==> src/rtl/parity_pkg.sv <==
// Shared defaults and state encoding for the frame parity checker.
package parity_pkg;

    localparam int PAR_DATA_W_DEF = 16;
    localparam int PAR_CNT_W_DEF  = 8;

    typedef enum logic [0:0] {
        ACC  = 1'b0,
        HOLD = 1'b1
    } par_state_e;

endpackage : parity_pkg

==> src/rtl/parity_word.sv <==
// Combinational reduction parity of one input word; odd weight gives 1.
module parity_word
    import parity_pkg::*;
#(
    parameter int DATA_W = PAR_DATA_W_DEF
) (
    input  logic [DATA_W-1:0] data,
    output logic              par
);

    logic par_s;

    // XOR-reduce all data bits
    always_comb begin
        par_s = ^data;
    end

    assign par = par_s;

endmodule : parity_word

==> config.mk <==
export PLATFORM = sky130hd
export DESIGN_NAME = parity_word
export DESIGN_NICKNAME = d
export VERILOG_FILES = /design/src/rtl/parity_pkg.sv /design/src/rtl/parity_word.sv
export SDC_FILE = /design/constraint.sdc
export NUM_CORES = 1
export LEC_CHECK = 0
export ABC_CLOCK_PERIOD_IN_PS = 900
export BUFFER_PORTS_ARGS = -buffer_cell sky130_fd_sc_hd__buf_2
export CORE_AREA = 4 4 41 43
export DETAILED_ROUTE_END_ITERATION = 8
export DIE_AREA = 0 0 45 47
export REMOVE_ABC_BUFFERS = 1
export SYNTH_ARGS = -nofsm -noshare
export SYNTH_HDL_FRONTEND = slang
export SYNTH_SLANG_ARGS = --single-unit
==> constraint.sdc <==
create_clock -name vclk -period 0.9
set_input_delay 0.09 -clock vclk [all_inputs]
set_output_delay 0.09 -clock vclk [all_outputs]
set_load 0.02 [all_outputs]
## After elaboration in Yosys (flattened, before gate mapping)

Cells that the tools add are included.

- Output and inout port bits: 1
- Memory bits (read-only): 0
- RAM bits: 0
- Input port bits: 16
- Bits in latches: 0
- Flip-flop bits (word level): 0
- Memories kept: 0
- Logic and storage cells: 1

- Reductions and logical operators: 1
- $lt $le $gt $ge: 0
- Muxes and demuxes: 0
- Eq/ne operators: 0
- Shifts and indexed selects: 0
- Divide/modulo/power cells: 0
- $mul: 0
- Bitwise logic cells: 0
- Add/subtract/negate cells: 0

Operator list:

| kind | count |
|---|---|
| $reduce_xor 16->1 | 1 |

## Longest topological paths before layout

- Depth after elaboration: 1
- Mapped depth: 4
- Depth with buffers taken out: 4

## Worst setup path after synthesis

OpenSTA, ideal clock, no wires.

- Kind: input to output
- Start point: input port data[5]
- End point: output port par
- Data required time: 0.810 ns
- Path slack: -0.093 ns
- Arrival: 0.903 ns
- Stages: 4
- Path buffers: 0
- Path through: xor2_1 -> xnor2_1 -> xnor2_1 -> xnor2_1

- Word-level cells in the longest chain between the ends: 1

Ends and longest elaborated chain:

| item | line | text |
|---|---|---|
| start: declaration | parity_word.sv:7 | `input logic [DATA_W-1:0] data,` |
| $reduce_xor 16->1 | parity_word.sv:15 | `par_s = ^data;` |
| end: declaration | parity_word.sv:8 | `output logic par` |

Every way passes these cells.

## Final worst setup path

- Start point: input port data[13]
- End point: output port par

Same word-level chain as after synthesis.

==> summary.md <==
| Metric | Value |
|---|---|
| Outcome | finished with violations |
| Failing checks | negative setup slack |
| Crit path time final | 1.071 ns |
| Final count of hold timing violations | 0 |
| Final setup viols | 1 |
| Sequential cells | 0 |
| Post-Route WL | 351 µm |
| Die W | 45 µm |
| ANT cells | 0 |
| Slowest cell on crit path | xnor2_1 |
| Util after Layout | 0.2202 |
| Fin crit share | 1.190 |
| Hold-fix buffers, CTS | 0 |
| Largest net degree at the start of global routing | 2 |
| Maximum clock rate | 934.0 MHz |
| Total GRT Usage | 0.03307 |
| Core area | 1301 µm² |
| Ys Warns | 0 |
| Vias in the first global route | 152 |
| Slew Limit Headroom | 0.8758 |
| Synthesis-to-finish area growth | 118.1% |
| Layout cells sized above 1 | 0.6563 |
| Routed vias/inst | 3.149 |
| Initial antenna violation count | 0 |
| Post-synth top area share | 0.9333 |
| Max FO, Critical Path | 1 |
| Post-route insts no fill | 47 |
| Critical path required time | 0.81 ns |
| Final Worst Setup Slack | -0.1706 ns |
| Power Dens Cells | 1100 nW/µm² |
| Class of the worst hold path | in -> out |
| Final Slew Violations | 0 |
| Synth cell types | 2 |
| DR pass1 iterations | 1 |
| Top cell by count, worst path | xnor2_1 |
| RSZ-0062 raised after global routing | yes |
| Worst slew pin tran | 0.1850 ns |
| Drt wl/cell | 7.468 µm |
| Post-CTS setup buffers | 0 |
| Final #Nets | 50 |
| FF+latch area | 0 µm² |
| Syn Std Cell Area | 131.4 µm² |
| Top cells by area, synth | xnor2_1 (93%), xor2_1 (6.7%) |
| Chip height | 47 µm |
| Total number of vias | 148 |
| Max-cap violations | 0 |
| Initial drt markers | 0 |
| Placed Cells | 47 |
| # DRC | 0 |
| VDD IR max | 0.2664 mV |
| Clkbuf count | 0 |
| Crit path DAT | 0.98 ns |
| Post-Syn Area per Cell | 8.758 µm² |
| Total I/O pin count | 17 |
| Worst setup SP type | input pin |
| Synth area leader | xnor2_1 |
| Cell breakdown of the critical path | buf_2 -> xnor2_2 -> xnor2_1 -> xnor2_1 -> xnor2_1 -> buf_4 |
| Seq/Total Area, Yosys | 0 |
| Row Count | 13 |
| Routability Congestion | 0.4979 |
| Lkg Pwr | 0.1299 nW |
| ANT nets after route | 0 |
| Worst setup EP type | primary output |
| IO buf count | 17 |
| Syn Inst Count | 15 |
| Slowest stage delay, CP | 0.20 ns |
| Starting Density | 0.1010 |
| Most numerous cell in the Yosys netlist | xnor2_1 |
| First-pass GRT wire length | 558 µm |
| GRT Residual Overflow | 0 |
| Die area | 2115 µm² |
| Crit Path Category | in -> out |
| Commonest cells post-synth | xnor2_1 (14), xor2_1 (1) |
-- report_power, final --
group	switching, mW	internal (mW)	leakage, nW
combinational	0.137	0.178	0.130
clock	0	0	0
sequential	0	0	0
total	0.137	0.178	0.130
-- critical path: cells and delay by family --
kind	cells	cell delay, ns
XOR/XNOR	4	0.62
buffers and inverters	2	0.27
-- per-layer routing --
| layer | global-route usage | up-vias | share of wire | wire length (µm) |
|---|---|---|---|---|
| met5 | 0 | - | 0 | 0 |
| li1 | - | 79 | - | - |
| met4 | 0 | 0 | 0 | 0 |
| met2 | 0.07627 | 4 | 0.68 | 238 |
| met3 | 0.007663 | 0 | 0.074 | 26 |
| met1 | 0.02928 | 65 | 0.25 | 86 |
-- layout make-up --
class | instances | area, µm²
tap | 15 | 18.77
timing repair buffer | 17 | 106.4
multi-input combinational | 15 | 161.4
fill | 162 | 1015
-- placed cells by master, fill, tap and decap left out --
| cell type | synthesis | layout |
|---|---|---|
| buf_2 | 0 | 13 |
| buf_4 | 0 | 1 |
| buf_6 | 0 | 3 |
| xnor2_1 | 14 | 10 |
| xnor2_2 | 0 | 4 |
| xor2_1 | 1 | 1 |
-- through the flow --
step                total power [mW]  hold WS [ns]  worst slack [ns]  setup TNS [ns]  instance area [µm²]
floorplan                     0.1890        0.6621          -0.09304        -0.09304                131.4
global placement              0.2714        0.8443           -0.2323         -0.2323                235.2
detailed placement            0.2723        0.8383           -0.2242         -0.2242                235.2
CTS                           0.3114        0.8354           -0.1788         -0.1788                271.5
global route                  0.3398        0.8716           -0.2239         -0.2239                286.5
finish                        0.3151        0.8203           -0.1706         -0.1706                286.5
-- cell families after synthesis --
group,synth area share
xor gates and xnor gates,1.000
-- worst paths after layout --
check | cells past startpoint | slack [ns] | end | start
max | 6 | -0.17 | par | data[13]
min | 6 | 0.82 | par | data[1]
-- timing repair --
item,CTS,global route
cloned,0,0
pin swaps,5,0
setup endpoints to repair,1,1
resized for setup,6,2
No activity file was read; power rests on OpenSTA's default activity.
